File: src/rtl/adder_pkg.sv
// Shared constants and types for the 16-bit registered ripple-carry adder.
package adder_pkg;

    localparam int ADD_WIDTH = 16;

    typedef logic [ADD_WIDTH-1:0] word_t;

endpackage : adder_pkg

File: src/rtl/fulladd_16_if.sv
// Operand/result bundle for fulladd_16: the master drives operands, the slave returns the sum.
interface fulladd_16_if;
    import adder_pkg::*;

    word_t a;
    word_t b;
    logic  c_in;
    word_t s;
    logic  c_out;

    modport master (
        output a,
        output b,
        output c_in,
        input  s,
        input  c_out
    );

    modport slave (
        input  a,
        input  b,
        input  c_in,
        output s,
        output c_out
    );

endinterface : fulladd_16_if

File: src/rtl/fa_cell.sv
// One-bit full adder; chained through its carry to build the ripple adder.
module fa_cell (
    input  logic a,
    input  logic b,
    input  logic ci,
    output logic s,
    output logic co
);

    logic half_sum;

    assign half_sum = a ^ b;
    assign s        = half_sum ^ ci;
    assign co       = (a & b) | (ci & half_sum);

endmodule : fa_cell

File: src/rtl/fulladd_16.sv
// Unsigned WIDTH-bit adder with carry-in/out: ripple-carry core, result registered once.
module fulladd_16
    import adder_pkg::*;
#(
    parameter int WIDTH = ADD_WIDTH
) (
    input  logic          clk,
    input  logic          rst,
    fulladd_16_if.slave   bus
);

    logic [WIDTH:0]   carry;
    logic [WIDTH-1:0] sum_n;

    assign carry[0] = bus.c_in;

    for (genvar i = 0; i < WIDTH; i++) begin : g_cell
        fa_cell u_cell (
            .a  (bus.a[i]),
            .b  (bus.b[i]),
            .ci (carry[i]),
            .s  (sum_n[i]),
            .co (carry[i+1])
        );
    end

    // Reset discards the sum computed at that edge rather than holding it over.
    always_ff @(posedge clk) begin
        if (rst) begin
            bus.s     <= '0;
            bus.c_out <= 1'b0;
        end else begin
            bus.s     <= sum_n;
            bus.c_out <= carry[WIDTH];
        end
    end

endmodule : fulladd_16

File: src/flat_wrapper.sv
// flat-port wrapper written by rule: the top's interface ports become plain ports
module fulladd_16_flat import adder_pkg::*;
#(
    parameter int WIDTH = ADD_WIDTH
)
  (clk, rst, bus_a, bus_b, bus_c_in, bus_s, bus_c_out);
  fulladd_16_if bus_i ();
  input  logic clk;
  input  logic rst;
  input wire logic [$bits(bus_i.a)-1:0] bus_a;
  input wire logic [$bits(bus_i.b)-1:0] bus_b;
  input wire logic [$bits(bus_i.c_in)-1:0] bus_c_in;
  output wire logic [$bits(bus_i.s)-1:0] bus_s;
  output wire logic [$bits(bus_i.c_out)-1:0] bus_c_out;
  assign bus_i.a = bus_a;
  assign bus_i.b = bus_b;
  assign bus_i.c_in = bus_c_in;
  assign bus_s = bus_i.s;
  assign bus_c_out = bus_i.c_out;
  fulladd_16 #(.WIDTH(WIDTH)) u_core (.clk(clk), .rst(rst), .bus(bus_i));
endmodule
File: config.mk
export PLATFORM = sky130hd
export DESIGN_NAME = fulladd_16_flat
export DESIGN_NICKNAME = d
export VERILOG_FILES = /design/src/rtl/adder_pkg.sv /design/src/rtl/fulladd_16_if.sv /design/src/rtl/fa_cell.sv /design/src/rtl/fulladd_16.sv /design/src/flat_wrapper.sv
export SDC_FILE = /design/constraint.sdc
export NUM_CORES = 1
export LEC_CHECK = 0
export BUFFER_PORTS_ARGS = -buffer_cell sky130_fd_sc_hd__buf_4
export CELL_PAD_IN_SITES_DETAIL_PLACEMENT = 0
export CELL_PAD_IN_SITES_GLOBAL_PLACEMENT = 1
export CORE_MARGIN = 1.5
export CORE_UTILIZATION = 30
export CTS_CLUSTER_SIZE = 25
export DETAILED_ROUTE_END_ITERATION = 8
export PLACE_DENSITY = 0.85
export RECOVER_POWER = 100
export SYNTH_ARGS = -nofsm -noshare
export SYNTH_HDL_FRONTEND = slang
export SYNTH_SLANG_ARGS = --single-unit
export TNS_END_PERCENT = 50
File: constraint.sdc
create_clock -name clk -period 7.6 [get_ports clk]
set_input_delay 0 -clock clk [delete_from_list [all_inputs] [get_ports clk]]
set_output_delay 0 -clock clk [all_outputs]
set_load 0.01 [all_outputs]
==> flow_summary.json, run 1 <==
{
  "outcome": "finished clean",
  "ys_ff_latch": 17,
  "crit_required_ns": 7.82,
  "syn_avg_cell_area_um2": 13.8,
  "synth_top_family_by_area": "adder cells",
  "root_buffer": "clkbuf_4",
  "p_leak_uw": 0.000543,
  "clk_pin_slew_ns": 0.10,
  "fin_util": 0.471,
  "peakVddDrop_uv": 102,
  "endpoint": "u_core.bus.s[15]",
  "drt_iter0_drc": 4,
  "synthAdderAreaFrac": 0.399,
  "port_buffers": 51,
  "ctsResizeCount": 0,
  "ant_nets": 0,
  "die_area_um2": 2990,
  "dieHeight_um": 54.7,
  "drv_cap": 0,
  "layout.nets": 165,
  "cp_data_arrival_time_ns": 6.37,
  "antenna_cells": 0,
  "num_vias": 569,
  "yosysUniqueCellTypes": 7,
  "final.min_clock_period_ns": 6.15,
  "firstDrtPassIters": 3,
  "syn-num-nets": 109,
  "rsz0062_at_grt": "no",
  "cts_made_buffers": 3,
  "worst_setup_path_start_kind": "input pin",
  "max_freq_ghz": 0.163,
  "avgRoutedWirePerCell_um": 10.4,
  "syn_area_um2": 802,
  "synth-seq-area-share": 0.424,
  "critPathKind": "input pin to flip-flop",
  "synth.mux.area_fraction": 0,
  "core_region_area_um2": 2500,
  "period_share": 0.809,
  "cts.sinks": 17,
  "cts_tree": "built",
  "synth-warning-count": 0,
  "synth_xor_area_frac": 0,
  "worst-slew-pin-transition_ns": 0.667,
  "fill_cells": 267,
  "drive_above_1_share": 0.319,
  "htreeDepth": 1,
  "dp_hpwl_mm": 1.32,
  "first_global_vias": 563,
  "pin_count": 52,
  "hold_class": "input pin to flip-flop",
  "areaGrowthSynthToFinish_pct": 46.8,
  "grt_pass1_wl_mm": 2.28,
  "wl_mm": 1.49,
  "drv_slew": 0,
  "setup_tns_ns": 0,
  "startpoint": "bus_c_in",
  "cp_max_fo": 1,
  "globalplace.congestion": 0.651,
  "ctsLongestPathBuffers": 2,
  "setup_viol": 0,
  "start_util": 0.321,
  "synth_compound_area_frac": 0,
  "hold_ws_ns": 0.0768,
  "avgViaCountPerCell": 3.98,
  "grt.total_usage": 0.110,
  "num_rows": 18,
  "power_density_nw_per_um2": 173,
  "antenna_found_initial": 0,
  "relSlewSlack": 0.556,
  "grt_max_degree": 18,
  "final_hold_viol_count": 0,
  "drc": 0,
  "syn_inst": 58,
  "endpoint_kind": "flip-flop",
  "grt-ovfl-total": 0,
  "die_w_um": 54.7,
  "synthSimpleGateAreaFrac": 0.129
}
-- logic make-up (layout without fill, tap and decap cells) --
group,count (synthesis),in the layout
adders and majority gates,16,16
DFF,17,17
buffers and inverters,8,63
and+or+nand+nor,17,17
-- metal layers --
metal	GRT usage	wire, um	vias up
met1	0.116	501	267
met2	0.190	870	26
met4	0.0708	0	0
met3	0.0273	117	0
met5	0	0	-
li1	-	-	276
-- synthesized netlist by cell type, drive strengths merged --
| cell | number | area (um2) |
|---|---|---|
| nor2b | 10 | 62.6 |
| dfxtp | 17 | 340 |
| fa | 16 | 320 |
| buf | 1 | 11.3 |
| inv | 7 | 26.3 |
| nor2 | 3 | 11.3 |
| and2b | 4 | 30.0 |
-- final cells by class --
cell class,instances,area [um2],area share
flip-flops and latches,17,340,0.289
well taps,30,37.5,0.0319
clock buffers,3,22.5,0.0191
repair buffers,52,322,0.273
clock inverters,1,5.00,0.00425
inverters,7,26.3,0.0223
multi-input cells,33,424,0.360
-- cell usage in the layout (no fill, tap or decap) --
master         netlist  final
and2b_1              4      4
dfxtp_1             17     17
dlygate4sd3_1        0      1
clkinv_2             0      1
nor2_1               3      3
fa_1                16     16
clkbuf_1             0     19
buf_4                0     32
clkbuf_4             0      3
inv_1                7      7
nor2b_1             10     10
-- timing repair --
| action | 4_1_cts | 5_1_grt |
|---|---|---|
| endpoints found under the hold margin | 9 | 0 |
| hold buffers | 1 | 0 |
| setup buffers | 0 | 0 |
| endpoints found under the setup margin | 0 | 0 |
-- critical path, cell delays in order --
cell	delay, ns
clkbuf_1	0.09
fa_1	0.43
fa_1	0.40
fa_1	0.40
fa_1	0.40
fa_1	0.39
fa_1	0.38
fa_1	0.38
fa_1	0.39
fa_1	0.36
inv_1	0.07
fa_1	0.15
inv_1	0.05
fa_1	0.37
fa_1	0.39
fa_1	0.39
fa_1	0.40
fa_1	0.36
inv_1	0.07
fa_1	0.41
nor2_1	0.09
-- per-stage QoR --
stage               power (uW)  cells  worst slack [ns]  instance area, um2
floorplan                  133     58              1.45                 802
global placement           170    138              1.13                1210
detailed placement         171    138              1.08                1210
CTS                        218    143              1.39                1250
global route               223    143              1.19                1180
finish                     204    143              1.45                1180
-- power by group --
group	switching, uW	internal (uW)
clock	26.0	19.5
combinational	26.0	29.2
sequential	2.58	100
-- state kept, by name, indices dropped and copies added, names as in the netlist --
| signal | count |
|---|---|
| u_core.bus.c_out | 1 |
| u_core.bus.s | 16 |
-- worst min-delay path by stage --
| stage | slack [ns] | cells past startpoint | start | end |
|---|---|---|---|---|
| finish | 0.08 | 3 | bus_a[8] | u_core.bus.s[8] |
| global route | 0.06 | 3 | bus_a[1] | u_core.bus.s[1] |
| CTS | 0.07 | 3 | bus_a[8] | u_core.bus.s[8] |
| detailed placement | 0.30 | 2 | rst | u_core.bus.s[9] |
| global placement | 0.30 | 2 | rst | u_core.bus.s[9] |
| floorplan | 0.07 | 1 | rst | u_core.bus.s[10] |
Note: power is estimated with default switching activity, not from simulation.
==> run 2, diff against run 1 <==
Settings changed: CORE_UTILIZATION 30 to 27, PLACE_DENSITY 0.85 to 0.81.
Clock period 7.6 ns to 5.4 ns, I/O delays scaled along.
==> flow_summary.json, run 2 (synthesis results as in run 1) <==
{
  "drv_cap": 0,
  "worst-slew-pin-transition_ns": 0.172,
  "cts_made_buffers": 3,
  "drc": 0,
  "cellInternalPower_uw": 216,
  "worst_setup_path_start_kind": "input pin",
  "layout_commonest_cell": "buf_4",
  "outcome": "complete, but fails checks",
  "grt_pass1_wl_mm": 2.61,
  "placed_cells": 139,
  "regArea_um2": 340,
  "largest_register_ffs": 16,
  "antenna_found_initial": 0,
  "critPathKind": "input pin to flip-flop",
  "drv_slew": 0,
  "power_frac_comb": 0.291,
  "p_leak_uw": 0.000539,
  "antenna_cells": 0,
  "grt_max_degree": 18,
  "crit_family": "adder cells",
  "htreeDepth": 1,
  "slowest_stage": "fa_1",
  "num_vias": 580,
  "violations": "setup timing",
  "clkPwrFrac": 0.218,
  "p_sw_uw": 79.9,
  "multi_input_area_um2": 467,
  "worst_slack_ns": -0.194,
  "avgViaCountPerCell": 4.03,
  "hold_ws_ns": 0.115,
  "peakVddDrop_uv": 121,
  "rsz0062_at_grt": "yes",
  "areaGrowthSynthToFinish_pct": 53.0,
  "power.total_uw": 296,
  "relSlewSlack": 0.885,
  "die_area_um2": 3310,
  "final_cell_mix": "buf_4, clkbuf_1, dfxtp_1, fa_2, nor2b_1",
  "postCtsSetupBuffers": 0,
  "top_register": "u_core.bus.s",
  "num_rows": 19,
  "drive_above_1_share": 0.478,
  "cp_data_arrival_time_ns": 5.81,
  "fill_cells": 293,
  "pin_count": 52,
  "stdcell_count": 144,
  "power_density_nw_per_um2": 241,
  "clk_pin_slew_ns": 0.10,
  "dieHeight_um": 57.5,
  "crit_chain": "buf_4, fa_2, fa_2, fa_2, fa_2, fa_2, fa_2, fa_2, fa_2, fa_2, inv_2, fa_1, inv_1, fa_2, fa_2, fa_2, fa_2, fa_2, inv_2, fa_1, nor2_1",
  "crit_required_ns": 5.62,
  "grt-ovfl-total": 0,
  "final_hold_viol_count": 0,
  "port_buffers": 51,
  "period_share": 1.04,
  "grt.total_usage": 0.109,
  "layout.nets": 165,
  "globalplace.congestion": 0.675,
  "first_global_vias": 624,
  "start_util": 0.288,
  "crit_buf_inv": 4,
  "hold_class": "input pin to flip-flop",
  "ant_nets": 0,
  "setup_viol": 1,
  "avgRoutedWirePerCell_um": 10.9,
  "final.min_clock_period_ns": 5.59,
  "crit_top_cell": "fa_2",
  "cts.sinks": 17,
  "wl_mm": 1.57,
  "slowest_delay_ns": 0.39,
  "endpoint_kind": "flip-flop",
  "die_w_um": 57.5,
  "ctsLongestPathBuffers": 2,
  "firstDrtPassIters": 2,
  "core_region_area_um2": 2780,
  "swShare": 0.270,
  "dp_hpwl_mm": 1.35,
  "seq_power_share": 0.491,
  "max_freq_ghz": 0.179,
  "cts_tree": "built",
  "reg.largest.list": "u_core.bus.s (16), u_core.bus.c_out (1)",
  "drt_iter0_drc": 2,
  "cp_max_fo": 1,
  "root_buffer": "clkbuf_4"
}
## run 2: final timing paths
check / end / slack, ns / start / depth (start not counted)
worst max-delay path: u_core.bus.s[15] / -0.19 / bus_c_in / 21
worst min-delay path: u_core.bus.s[4] / 0.11 / bus_a[4] / 3
## run 2: metrics by stage
| step | instance area [um2] | util | setup TNS, ns | worst slack, ns |
|---|---|---|---|---|
| after global routing | 1230 | 0.441 | -0.504 | -0.345 |
| after global placement | 1250 | 0.448 | -1.01 | -0.484 |
| after CTS | 1280 | 0.462 | -0.209 | -0.209 |
| final | 1230 | 0.441 | -0.194 | -0.194 |
| after floorplan | 837 | - | -0.243 | -0.242 |
| after detailed placement | 1250 | 0.448 | -1.16 | -0.541 |
## run 2: layer usage
layer,vias up,track usage,wire [um]
met3,2,0.0272,85
li1,277,-,-
met2,21,0.214,952
met4,0,0.0598,20
met5,-,0,0
met1,280,0.0984,511
## run 2: repair_timing
| action | 4_1_cts | 5_1_grt |
|---|---|---|
| hold buffers | 1 | 0 |
| pin swaps | 1 | 0 |
| endpoints found under the hold margin | 12 | 0 |
| gates resized for setup | 1 | 1 |
| setup endpoints to repair | 3 | 3 |
## run 2: cell type report
type	instances	area share
sequential	17	0.277
multi-input combinational	33	0.380
clock buffer	4	0.0214
tap	31	0.0316
inverter	7	0.0214
timing repair buffer	52	0.268
## run 2: power groups by stage
stage          logic (uW)  clock network [uW]  registers [uW]
6_report             86.2                64.7             145
5_1_grt              98.3                74.8             147
4_1_cts              99.1                69.1             146
3_5_place_dp         97.5                   0             149
3_3_place_gp         94.8                   0             149
2_1_floorplan        32.3                   0             157
==> run 3, diff against run 2 <==
Settings changed: CORE_MARGIN 1.5 to unset.
==> flow_summary.json, run 3 (synthesis results as in run 1) <==
{
  "outcome": "complete, but fails checks",
  "violations": "setup timing",
  "core_region_area_um2": 2780,
  "clk_pin_slew_ns": 0.10,
  "wl_met1_um": 472,
  "final_cell_mix": "buf_4, clkbuf_1, dfxtp_1, fa_2, nor2b_1",
  "peakVddDrop_uv": 130,
  "cp_data_arrival_time_ns": 5.80,
  "power_density_nw_per_um2": 240,
  "htreeDepth": 1,
  "setup_viol": 1,
  "whs_endpoint": "u_core.bus.s[11]",
  "cts.sinks": 17,
  "grt_max_degree": 18,
  "final_hold_viol_count": 0,
  "ant_nets": 0,
  "finish.instance_area_um2": 1220,
  "grt.total_usage": 0.0993,
  "slowest_delay_ns": 0.39,
  "port_buffers": 51,
  "reg.largest.list": "u_core.bus.s (16), u_core.bus.c_out (1)",
  "layout.nets": 165,
  "worst-slew-pin-transition_ns": 0.164,
  "layout_commonest_cell": "buf_4",
  "placed_area_um2": 1250,
  "ctsLongestPathBuffers": 2,
  "dp_hpwl_mm": 1.24,
  "worst_setup_path_start_kind": "input pin",
  "cts_made_buffers": 3,
  "pin_count": 52,
  "worst_slack_ns": -0.177,
  "antenna_found_initial": 0,
  "grt_pass1_wl_mm": 2.36,
  "start_util": 0.288,
  "antenna_cells": 0,
  "wl_mm": 1.45,
  "root_buffer": "clkbuf_4",
  "num_vias": 583,
  "top_register": "u_core.bus.s",
  "min_from": "bus_a[11]",
  "slowest_stage": "fa_1",
  "cts_tree": "built",
  "hold_class": "input pin to flip-flop",
  "avgRoutedWirePerCell_um": 10.1,
  "period_share": 1.03,
  "crit_top_cell": "fa_2",
  "max_freq_ghz": 0.179,
  "drv_cap": 0,
  "pre_cts_ws_ns": -0.518,
  "wl_met3_um": 91,
  "firstDrtPassIters": 2,
  "setup_tns_ns": -0.177,
  "endpoint_kind": "flip-flop",
  "fill_cells": 277,
  "top_layer_used": "met4",
  "globalplace.congestion": 0.706,
  "first_global_vias": 616,
  "largest_register_ffs": 16,
  "dieHeight_um": 56.5,
  "num_rows": 19,
  "die_area_um2": 3190,
  "drt_iter0_drc": 4,
  "areaGrowthSynthToFinish_pct": 52.3,
  "postCtsSetupBuffers": 0,
  "p_leak_uw": 0.000537,
  "rsz0062_at_grt": "yes",
  "die_w_um": 56.5,
  "crit_chain": "buf_4, fa_2, fa_2, fa_2, fa_2, fa_2, fa_2, fa_2, fa_2, fa_2, inv_1, fa_1, inv_1, fa_2, fa_2, fa_2, fa_2, fa_2, inv_2, fa_1, nor2_1",
  "crit_required_ns": 5.62,
  "critPathKind": "input pin to flip-flop",
  "drive_above_1_share": 0.469,
  "drv_slew": 0,
  "wl_met2_um": 859,
  "min_path_cells": 3,
  "final.min_clock_period_ns": 5.58,
  "crit_buf_inv": 4,
  "drc": 0,
  "cp_max_fo": 1,
  "crit_family": "adder cells",
  "avgViaCountPerCell": 4.05,
  "relSlewSlack": 0.891,
  "grt-ovfl-total": 0
}
-- run 3: how the worst max path moves through the flow --
stage	start	end	slack, ns	depth (start not counted)
3_3_place_gp	bus_c_in	u_core.bus.s[15]	-0.49	21
6_report	bus_c_in	u_core.bus.s[15]	-0.18	21
5_1_grt	bus_c_in	u_core.bus.s[15]	-0.37	21
2_1_floorplan	bus_c_in	u_core.bus.s[15]	-0.24	20
3_5_place_dp	bus_c_in	u_core.bus.s[15]	-0.52	21
4_1_cts	bus_c_in	u_core.bus.s[15]	-0.20	21
-- run 3: area by class of cell --
cell class,instances,area [um2],share of cell area
inverter,7,26.3,0.0215
multi-input combinational,33,459,0.376
timing repair buffer,52,329,0.269
clock inverter,1,5.00,0.00410
tap,31,38.8,0.0318
clock buffer,3,22.5,0.0184
sequential,17,340,0.279
-- run 3: report_power, final --
part / internal, uW / leakage [uW] / switching [uW] / total [uW]
sequential: 141 / 0.000142 / 4.00 / 145
clock: 27.5 / 0.0000177 / 38.1 / 65.6
combinational: 43.8 / 0.000378 / 38.0 / 81.8
total: 213 / 0.000537 / 80.1 / 293
-- run 3: stage by stage --
| stage | power [uW] | utilization | std cells | hold slack (ns) |
|---|---|---|---|---|
| 2_1_floorplan | 189 | - | 58 | 0.0716 |
| 3_3_place_gp | 242 | 0.448 | 139 | 0.287 |
| 3_5_place_dp | 244 | 0.448 | 139 | 0.298 |
| 4_1_cts | 310 | 0.462 | 144 | 0.101 |
| 5_1_grt | 314 | 0.439 | 144 | 0.111 |
| 6_report | 293 | 0.439 | 144 | 0.107 |
-- run 3: repair_timing --
| action | in CTS | in global routing |
|---|---|---|
| gates resized for setup | 0 | 0 |
| setup endpoints to repair | 1 | 3 |
| hold buffers | 1 | 0 |
| hold endpoints to repair | 11 | 0 |
| pin swaps | 1 | 0 |
-- run 3: per-layer routing --
metal  track usage  vias to the layer above
li1              -                      276
met1        0.0850                      283
met2         0.202                       22
met3        0.0115                        2
met4        0.0732                        0
met5             0                        -
